$ cat config.mk
export PLATFORM = sky130hd
export DESIGN_NAME = nf_debug_vector_reader
export DESIGN_NICKNAME = d
export VERILOG_FILES = /design/src/rtl/nf_debug_vector_reader.sv
export SDC_FILE = /design/constraint.sdc
export NUM_CORES = 1
export LEC_CHECK = 0
export ABC_CLOCK_PERIOD_IN_PS = 5200
export CAP_MARGIN = 20
export CORE_ASPECT_RATIO = 1.1
export CORE_MARGIN = 2
export CORE_UTILIZATION = 59
export CTS_CLUSTER_DIAMETER = 60
export DETAILED_ROUTE_END_ITERATION = 12
export PLACE_DENSITY = 0.8
export RECOVER_POWER = 50
export SLEW_MARGIN = 10
export SYNTH_ARGS = -nofsm -noshare
export SYNTH_HDL_FRONTEND = slang
export SYNTH_SLANG_ARGS = --single-unit
$ cat constraint.sdc
create_clock -name axi_aclk -period 5.2 [get_ports axi_aclk]
set_clock_uncertainty 0.15 [all_clocks]
set_input_delay 1.3 -clock axi_aclk [delete_from_list [all_inputs] [get_ports axi_aclk]]
set_output_delay 1.3 -clock axi_aclk [all_outputs]
set_load 0.03 [all_outputs]
$ cat src/rtl/nf_debug_vector_reader.sv
// nf_debug_vector_reader
//
// Snapshots a 384-bit quasi-static platform status vector (4 ports x 96 bits)
// and serves it as twelve 32-bit words through a req/ack read port. Word 12
// holds the live snapshot counter and per-port change flags; words 13..15
// return an error.
//
// Ports:
//   axi_aclk      in   1    clock, the only clock domain
//   axi_resetn    in   1    asynchronous active-low reset
//   debug_vector  in   384  port1 [383:288], port2 [287:192], port3 [191:96], port4 [95:0]
//   snap_req      in   1    single-cycle snapshot request
//   rd_req        in   1    read request, held until rd_ack
//   rd_addr       in   4    word index, stable while rd_req is high
//   rd_ack        out  1    one-cycle read completion pulse
//   rd_data       out  32   read data, zero outside rd_ack
//   rd_err        out  1    invalid address, valid with rd_ack
//   snap_count    out  16   wrapping snapshot counter
//   change_flags  out  4    sticky per-port change flags (bit0 = port1)
//   clear_change  in   1    single-cycle clear of change_flags
//
// Build option: NF_DEBUG_VECTOR_CHANGE_DETECT_EN adds a third input stage and
// per-port change detection. Without it change_flags reads 0 and clear_change
// has no effect.

module nf_debug_vector_reader (
    input  logic         axi_aclk,
    input  logic         axi_resetn,
    input  logic [383:0] debug_vector,
    input  logic         snap_req,
    input  logic         rd_req,
    input  logic [3:0]   rd_addr,
    output logic         rd_ack,
    output logic [31:0]  rd_data,
    output logic         rd_err,
    output logic [15:0]  snap_count,
    output logic [3:0]   change_flags,
    input  logic         clear_change
);

    typedef enum logic [1:0] {
        ST_IDLE    = 2'd0,
        ST_CAPTURE = 2'd1,
        ST_RESP    = 2'd2
    } state_t;

    state_t         state_r;
    state_t         state_s;
    logic [383:0]   s1_r;
    logic [383:0]   s2_r;
    logic [383:0]   snap_r;
    logic [15:0]    snap_count_r;
    logic           rd_ack_r;
    logic [31:0]    rd_data_r;
    logic           rd_err_r;
    logic           accept_s;
    logic           capture_s;
    logic [31:0]    word_s;
    logic           err_s;
    logic [3:0]     flags_s;

    // Next-state logic; a snapshot request wins over a read, which stays pending.
    always_comb begin
        state_s = state_r;
        case (state_r)
            ST_IDLE: begin
                if (snap_req) begin
                    state_s = ST_CAPTURE;
                end else if (rd_req) begin
                    state_s = ST_RESP;
                end else begin
                    state_s = ST_IDLE;
                end
            end
            ST_CAPTURE: state_s = ST_IDLE;
            ST_RESP:    state_s = ST_IDLE;
            default:    state_s = ST_IDLE;
        endcase
    end

    assign accept_s  = (state_r == ST_IDLE) && !snap_req && rd_req;
    assign capture_s = (state_r == ST_CAPTURE);

    // Read word select from the snapshot, status word or error.
    always_comb begin
        word_s = 32'h0000_0000;
        err_s  = 1'b0;
        case (rd_addr)
            4'd0:    word_s = snap_r[383:352];
            4'd1:    word_s = snap_r[351:320];
            4'd2:    word_s = snap_r[319:288];
            4'd3:    word_s = snap_r[287:256];
            4'd4:    word_s = snap_r[255:224];
            4'd5:    word_s = snap_r[223:192];
            4'd6:    word_s = snap_r[191:160];
            4'd7:    word_s = snap_r[159:128];
            4'd8:    word_s = snap_r[127:96];
            4'd9:    word_s = snap_r[95:64];
            4'd10:   word_s = snap_r[63:32];
            4'd11:   word_s = snap_r[31:0];
            4'd12:   word_s = {snap_count_r, 12'h000, flags_s};
            default: err_s  = 1'b1;
        endcase
    end

    // Two-stage input register and FSM state.
    always_ff @(posedge axi_aclk or negedge axi_resetn) begin
        if (!axi_resetn) begin
            s1_r    <= 384'd0;
            s2_r    <= 384'd0;
            state_r <= ST_IDLE;
        end else begin
            s1_r    <= debug_vector;
            s2_r    <= s1_r;
            state_r <= state_s;
        end
    end

    // Snapshot and counter only move in CAPTURE, keeping the 12 words coherent.
    always_ff @(posedge axi_aclk or negedge axi_resetn) begin
        if (!axi_resetn) begin
            snap_r       <= 384'd0;
            snap_count_r <= 16'h0000;
        end else if (capture_s) begin
            snap_r       <= s2_r;
            snap_count_r <= snap_count_r + 16'd1;
        end else begin
            snap_r       <= snap_r;
            snap_count_r <= snap_count_r;
        end
    end

    // Response registers: loaded on the accept edge, cleared on the next edge.
    always_ff @(posedge axi_aclk or negedge axi_resetn) begin
        if (!axi_resetn) begin
            rd_ack_r  <= 1'b0;
            rd_data_r <= 32'h0000_0000;
            rd_err_r  <= 1'b0;
        end else if (accept_s) begin
            rd_ack_r  <= 1'b1;
            rd_data_r <= word_s;
            rd_err_r  <= err_s;
        end else begin
            rd_ack_r  <= 1'b0;
            rd_data_r <= 32'h0000_0000;
            rd_err_r  <= 1'b0;
        end
    end

`ifdef NF_DEBUG_VECTOR_CHANGE_DETECT_EN
    logic [383:0] s3_r;
    logic [3:0]   diff_s;
    logic [3:0]   flags_r;

    // Per-port difference between consecutive synchronised samples.
    always_comb begin
        diff_s = 4'b0000;
        for (int i = 0; i < 4; i++) begin
            diff_s[i] = (s2_r[288-96*i +: 96] != s3_r[288-96*i +: 96]);
        end
    end

    // Third stage and sticky flags; a new set beats a simultaneous clear.
    always_ff @(posedge axi_aclk or negedge axi_resetn) begin
        if (!axi_resetn) begin
            s3_r    <= 384'd0;
            flags_r <= 4'b0000;
        end else begin
            s3_r    <= s2_r;
            flags_r <= (flags_r & ~{4{clear_change}}) | diff_s;
        end
    end

    assign flags_s = flags_r;
`else
    logic unused_clear_change;
    assign unused_clear_change = clear_change;
    assign flags_s = 4'b0000;
`endif

    assign rd_ack       = rd_ack_r;
    assign rd_data      = rd_data_r;
    assign rd_err       = rd_err_r;
    assign snap_count   = snap_count_r;
    assign change_flags = flags_s;

endmodule

* Word level (Yosys, flattened, before mapping)
Cells that the tools add are included.
** Operators by class
- $add $sub $neg :: 1
- Eq/ne operators :: 13
- Multiplexer cells :: 8
- Reductions and logical operators :: 6
** Operators with widths (number)
- case mux 32 bit (13 select lines) :: 1
- two-way mux 32 bit :: 1
- equality test 4 bit, second input constant :: 5
- adder 16 x 1 -> 16 bit, second input constant :: 1
- equality test 4 x 3 -> 1 bit, second input constant :: 4
- OR reduction 13 bit :: 1
- equality test 4 x 2 -> 1 bit, second input constant :: 2
- two-way mux 2 bit :: 3
- equality test 4 x 1 -> 1 bit, second input constant :: 1
- zero test 4 bit :: 1
- two-way mux 1 bit :: 3
- equality test 2 x 1 -> 1 bit, second input constant :: 1
- logical AND 1 bit :: 2
- zero test 2 bit :: 1
- zero test 1 bit :: 1
** Storage, ports and cells
- Register bits :: 1204
- Bits of input ports :: 393
- Output and inout bits :: 54
- Logic and storage cells :: 36

* Depth between registers and ports, before layout
Gate-level depths: netlist of run 1.
- Word-level depth :: 4
- Mapped depth :: 8
- Gate-level depth less buffers :: 5

* Worst setup path before layout of run 1
Ideal clock, no wire load.
- Kind :: in2reg
- Start :: input port rd_addr[3]
- End :: register rd_data_r[26], in the netlist rd_data[26]
- Setup time :: 0.136 ns
- Arrival time :: 2.411 ns
- Data required time :: 4.914 ns
- Slack :: 2.504 ns
- Stages :: 6
- Path buffers :: 2
- Path through :: buf_6 -> buf_6 -> mux2_4 -> a22o_1 -> a222oi_1 -> a31oi_1
** Between the ends
- Word-level cells in the longest chain between the ends :: 3
- Elaborated cells on any way between the ends :: 15
- Those cells by class :: eq/ne: 12; mux: 2; reduce/logical: 1
** RTL lines
- from (decl) :: line 32 : input logic [3:0] rd_addr,
- equality test 4 bit (tied with other cells) :: line 88 : case (rd_addr)
- case mux 32 bit (13 select lines) * :: line 88
- two-way mux 32 bit * :: line 139 : end else if (accept_s) begin
- to (signal assigned) :: line 141 : rd_data_r <= word_s;
- to (decl) :: line 54 : logic [31:0] rd_data_r;
Every way passes the cells marked *; elsewhere a longest branch is shown, timed or not.
A chain may end at the register's enable or synchronous reset.

* Worst setup path after layout of run 1
- Start :: register state_r[0]
- End :: register snap_r[315]
** Between the ends
- Word-level cells in the longest chain between the ends :: 1
** RTL lines
- from (decl) :: line 47 : state_t state_r;
- from (signal assigned) :: line 115 : state_r <= state_s;
- equality test 2 x 1 -> 1 bit :: line 82 : assign capture_s = (state_r == ST_CAPTURE);
- to (signal assigned) :: line 125 : snap_r <= s2_r;
- to (signal assigned) :: line 128 : snap_r <= snap_r;
- to (decl) :: line 51 : logic [383:0] snap_r;
Every way passes these cells.

==> metrics, run 1 <==
status=finished, violations left; failing checks=max-capacitance violations, max-slew violations; multiplexer share of the synthesized area=13.38%; area leader, netlist=dfrtp_1; Syn. warnings=0; die width=249.0 um; Max VDD drop=0.3187 mV; largest net degree at the start of global routing=169; layout cells sized above 1=24.28%; PortBufs=441; Max Cap Viol=4; Area contributors post-synth=dfrtp_1 (77%), mux2_2 (12%), a22o_1 (1.1%); fmax=0.2611 GHz; pwr dens=448.7 mW/mm2; FFs w/ async S/R, synth=100.0%; sequential power share=50.9%; Post-Synth Simple-Gate Area=2.200%; initial antenna violation count=6; CP max FO=56; #FFs+latches synth=1204; largest family of logic cells by synthesized area=multiplexers; Sw Share=23.56%; CTS tree=yes; period utilisation layout=73.66%; final setup fails=0; slack of the critical path=1.369 ns; unrepaired setup endpoints after global routing=no; clk buf depth=3; Syn Inst Count=2179; GRT overflow=0; crit path launch type=flip-flop; EDFF count, synth=0; via count of the first global-routing pass=23039; WL per Instance=27.50 um; kind of critical path=reg2reg; Max stage delay on crit path=1.56 ns; combinational fraction of design power=10.2%; Final min period=3.831 ns; Yosys cell types=81; clk sinks=1204; Synth Area in Adders=0.03212%; first-pass GRT wire length=147500 um; CTS Buf Count=110; die height=273.5 um; Placer Congestion=0.8524; compound-gate portion of the synthesized area=4.831%; Total Routed Length=99320 um; CTS Hold Bufs=0; switching power total=5.076 mW; gr usage total=29.81%; Ports=447; post-route ant nets=0; dpl hpwl=63540 um; Placement Setup Slack=1.148 ns; Starting Density=59.82%; PostCTS Resize Cnt=0; postcts setup bufs=0; remaining routing DRC violations=0; FP Rows=98; synthesized area=0.03895 mm2; Fin Setup TNS=0 ns; CP arrival=4.22 ns; fin. max-slew vios=294; leakage power=20.78 nW; drt via density=5.783; Initial DRC Count=1810; clk root buf=clkbuf_16; crit-path cells=nor2b_1 > clkbuf_1 > buf_4 > mux2_2; worst hold path type=reg2reg; Synth top area share=77.35%; Critical Path End Type=flip-flop; worst slew pin tran=2.847 ns; post-layout net count=3060; core area=0.06511 mm2; Post-Syn Area per Cell=17.88 um2; P&R area growth vs syn=23.29%; Slew HR=-89.80%; Clk pwr share=38.9%; Synth Area in XOR/XNOR=0.3373%; clock-pin slew on the worst setup and hold paths=0.06 ns; WP data required=5.59 ns; slowest CP cell=clkbuf_1; detailed-route via count=20890; Pint=16.47 mW; Die Footprint=0.06809 mm2; worst skew pair latency=0.67 ns; Seq/Total Area, Yosys=77.35%; router iterations before antenna repair=5; H-tree depth=3; Synth Flop Type=dfrtp_1; final hold violation count=0
## per-stage QoR
stage          util [%]  cell area [um2]  std cells  power, mW  hold WS, ns
6_report          73.76            48020       3612      21.55       0.1905
5_1_grt           73.75            48020       3611      22.29       0.1922
4_1_cts           73.80            48050       3608      21.70       0.1852
3_5_place_dp      67.90            44210       3402      13.30       0.1847
3_3_place_gp      67.90            44210       3402      13.15       0.1844
2_1_floorplan         -            38960       2182      12.14       0.1812
## metal layers
layer | track usage, % | share of wire [%] | vias to the layer above
met5 | 0 | 0.052 | -
met4 | 14.10 | 4.8 | 8
met3 | 5.696 | 6.5 | 227
met2 | 49.53 | 50 | 807
met1 | 38.59 | 38 | 11201
li1 | - | - | 8647
## state kept, by name, summed over array words and instances (netlist names)
name / count
rd_ack: 1
rd_data: 32
rd_err: 1
s1_r: 384
s2_r: 384
snap_count: 16
snap_r: 384
state_r: 2
## layout by cell type, fill, tap and decap left out, drive strengths merged, types with 23 or more instances in the layout
cell type and n:
a22o 50, a22oi 31, buf 39, clkbuf 172, clkdlybuf4s50 51, clkinv 28, dfrtp 1204, dlygate4sd3 385
mux2 425, mux2i 31, nand2 23
## worst paths after layout
kind	start	to	slack, ns	depth (start not counted)
max	state_r[0]$_DFF_PN0_	snap_r[315]$_DFFE_PN0N_	1.37	4
min	s1_r[267]$_DFF_PN0_	s2_r[267]$_DFF_PN0_	0.19	0
max reg2reg	state_r[0]$_DFF_PN0_	snap_r[315]$_DFFE_PN0N_	1.37	4
min reg2reg	s1_r[267]$_DFF_PN0_	s2_r[267]$_DFF_PN0_	0.19	0
max in group asynchronous	axi_resetn	s1_r[129]$_DFF_PN0_	2.13	2
min in group asynchronous	axi_resetn	s1_r[358]$_DFF_PN0_	0.48	1
## final cells by class
type / instances / area, um2
Multi-Input combinational cell: 858 / 8148
Clock buffer: 162 / 3302
Inverter: 7 / 26.28
Sequential cell: 1204 / 30130
Timing Repair Buffer: 485 / 4813
Tap cell: 850 / 1064
Fill cell: 3613 / 17090
Clock inverter: 44 / 535.5
Antenna cell: 2 / 5.005
## power groups by stage
stage,combinational (mW),clock [mW],sequential (mW)
4_1_cts,2.27,8.49,10.9
3_3_place_gp,2.15,0,11.0
3_5_place_dp,2.23,0,11.1
2_1_floorplan,1.22,0,10.9
6_report,2.20,8.39,11.0
5_1_grt,2.35,8.90,11.0
## Yosys cell counts (6+ instances only)
master / instances
nor2b_1: 15
a32oi_1: 20
xnor2_1: 11
o22ai_1: 6
a21oi_1: 20
mux2_2: 419
a31oi_1: 19
buf_4: 22
nand3_1: 22
clkbuf_1: 10
a221oi_1: 10
and3_1: 7
a22oi_1: 31
nand2_1: 23
and3b_1: 6
o2bb2ai_1: 13
a222oi_1: 7
buf_6: 11
a32o_1: 10
nor3_1: 6
buf_2: 66
o21ai_0: 15
mux2i_1: 31
dfrtp_1: 1204
a22o_1: 50
nor2_1: 14
## cell families after synthesis
family,count (synthesis)
DFF,1204
AOI/OAI and AO/OA,238
xor gates and xnor gates,15
buffers and inverters,120
other,1
muxes,461
adders and majority gates,1
and+or+nand+nor,139
## critical path, delay by kind of cell, from the launching register on
family	cells	cell delay, ns
muxes	1	0.42
buffers and inverters	2	2.37
DFF	1	0.39
and+or+nand+nor	1	0.28
Power figures use the tool's default switching activity.
==> run 2: changes to the inputs <==
ABC_CLOCK_PERIOD_IN_PS = 4000   (was 5200)
CORE_UTILIZATION = 55   (was 59)
PLACE_DENSITY = 0.75   (was 0.8)
clock period = 4 ns   (was 5.2 ns; I/O delays follow)
==> run 2 against run 1 <==
The flow still finishes with violations (max-capacitance violations, max-slew violations). Final area is 0.38% higher. Hold slack worse by 0.035 ns. Combinational power is 30% higher. Setup slack worse by 0.51 ns. Register-to-register slack better by 0.36 ns. Power is 28% higher. Utilization is 5.1 points lower. Non-clock buffer count is 29 higher. Sequential power is 29% higher. Largest cell class unchanged.
==> metrics, run 2 (synthesis results as in run 1) <==
P&R area growth vs syn=23.76% (was 23.29%); Max VDD drop=0.4127 mV (was 0.3187 mV); Critical Path End Type=output pin (was flip-flop); largest net degree at the start of global routing=150 (was 169); detailed-route via count=20706 (was 20890); final setup fails=0 (unchanged); worst skew pair latency=0.66 ns (was 0.67 ns); delay-heaviest family, CP=buffers and inverters (unchanged); WP data required=2.85 ns (was 5.59 ns); die height=283.1 um (was 273.5 um); Max Cap Viol=6 (was 4); FF-to-FF Start=state_r[1]$_DFF_PN0_ (was state_r[0]$_DFF_PN0_); fillers=4437 (was 3613); status=finished, violations left (unchanged); WL per Instance=26.64 um (was 27.50 um); CTS Buf Count=109 (was 110); kind of critical path=reg2out (was reg2reg); gr usage total=27.83% (was 29.81%); Ports=447 (unchanged); Final Util=68.68% (was 73.76%); GRT overflow=0 (unchanged); Fin Setup TNS=0 ns (unchanged); first-pass GRT wire length=147600 um (was 147500 um); die width=257.7 um (was 249.0 um); Starting Density=55.49% (was 59.82%); fmax=0.3180 GHz; Placer Congestion=0.8406 (was 0.8524); DP Area=0.04470 mm2 (was 0.04421 mm2); clk sinks=1204 (unchanged); most frequent cells in the layout=dfrtp_1 (1204), mux2_2 (419), dlygate4sd3_1 (385) (unchanged); remaining routing DRC violations=0 (unchanged); Reg-to-Reg End=rd_data[10]$_DFF_PN0_ (was snap_r[315]$_DFFE_PN0N_); Total Routed Length=99100 um (was 99320 um); Slew HR=-42.36% (was -89.80%); WP depth=1 (was 4); Finished Cell Area=0.04821 mm2 (was 0.04802 mm2); CTS Hold Bufs=0 (unchanged); via count of the first global-routing pass=23058 (was 23039); Initial DRC Count=1615 (was 1810); r2r worst-path depth=4 (unchanged); period utilisation layout=78.62%; crit-path cells=clkdlybuf4s50_1 (was nor2b_1 > clkbuf_1 > buf_4 > mux2_2); most common cell after layout, fill and taps aside=dfrtp_1 (unchanged); Register Area=0.03013 mm2 (unchanged); CP max FO=5 (was 56); Die Footprint=0.07296 mm2 (was 0.06809 mm2); initial antenna violation count=11 (was 6); worst hold path type=in2async (was reg2reg); post-route ant nets=0 (unchanged); post-layout net count=3088 (was 3060); PortBufs=441 (unchanged); postcts setup bufs=0 (unchanged); pwr dens=571.5 mW/mm2 (was 448.7 mW/mm2); crit path launch type=flip-flop (unchanged); slack of the critical path=0.8552 ns (was 1.369 ns); multi-input logic area=0.008182 mm2 (was 0.008148 mm2); dpl hpwl=65560 um (was 63540 um); slowest CP cell=clkdlybuf4s50_1 (was clkbuf_1); layout cells sized above 1=24.74% (was 24.28%); buffers plus inverters on the worst setup path=1 (was 2); final hold violation count=0 (unchanged); H-tree depth=3 (unchanged); clk root buf=clkbuf_16 (unchanged); Top Registers=s1_r x384, s2_r x384, snap_r x384 (unchanged); PostCTS Resize Cnt=0 (unchanged); Placement Setup Slack=0.6330 ns (was 1.148 ns); leakage power=20.82 nW (was 20.78 nW); Final min period=3.145 ns; clock-pin slew on the worst setup and hold paths=0.06 ns (about the same); failing checks=max-capacitance violations, max-slew violations (unchanged); clk buf depth=3 (unchanged); FP Rows=102 (was 98); Hold Slack=0.1552 ns (was 0.1905 ns); unrepaired setup endpoints after global routing=no (unchanged); fin. max-slew vios=357 (was 294); router iterations before antenna repair=5 (unchanged); Max stage delay on crit path=0.79 ns (was 1.56 ns); worst slew pin tran=2.135 ns (was 2.847 ns); drt via density=5.566 (was 5.783); CTS tree=yes (unchanged); core area=0.07019 mm2 (was 0.06511 mm2); r2r setup slk=1.73 ns (was 1.37 ns); CP arrival=1.99 ns (was 4.22 ns)
## run 2: cell types whose count changed in the layout (fill, tap and decap cells not counted), moves of 5 or more
cell and change:
buf_4 +21, clkinv_2 -8, clkbuf_1 +7, clkbuf_2 +5, diode_2 +5
## run 2: worst max-delay path by stage
stage / start / end / slack (ns)
2_1_floorplan: rd_addr[3] / rd_data[26]$_DFF_PN0_ / 1.60
3_3_place_gp: rd_addr[0] / rd_data[9]$_DFF_PN0_ / 0.64
3_5_place_dp: rd_addr[0] / rd_data[9]$_DFF_PN0_ / 0.63
4_1_cts: snap_count[0]$_DFFE_PN0N_ / snap_count[0] / 0.84
5_1_grt: axi_resetn / s1_r[147]$_DFF_PN0_ / 0.58
6_report: snap_count[0]$_DFFE_PN0N_ / snap_count[0] / 0.86
## run 2: through the flow
step / cells / total power, mW
after floorplan: 2182 / 15.78
after global placement: 3519 / 17.16
after detailed placement: 3519 / 17.34
after CTS: 3713 / 27.85
after global routing: 3715 / 28.57
final: 3720 / 27.55
## run 2: cell type report
class / count / area share [%]
timing repair buffer: 514 / 10.48
antenna: 7 / 0.03634
tap: 936 / 2.429
inverter: 7 / 0.05451
clock inverter: 33 / 0.8617
clock buffer: 161 / 6.670
sequential: 1204 / 62.50
multi-input combinational: 858 / 16.97
## run 2: power breakdown
part	internal [mW]	total (mW)	switching (mW)
registers	13.5	14.2	0.718
clock network	6.07	10.5	4.40
logic	1.48	2.86	1.38
total	21.1	27.5	6.50
## run 2: per-layer routing
layer / GRT usage (%) / part of all wire, %
met4: 12.95 / 4.7
met2: 46.46 / 51
met3: 4.214 / 5.6
met5: 0 / 0.029
met1: 36.30 / 39
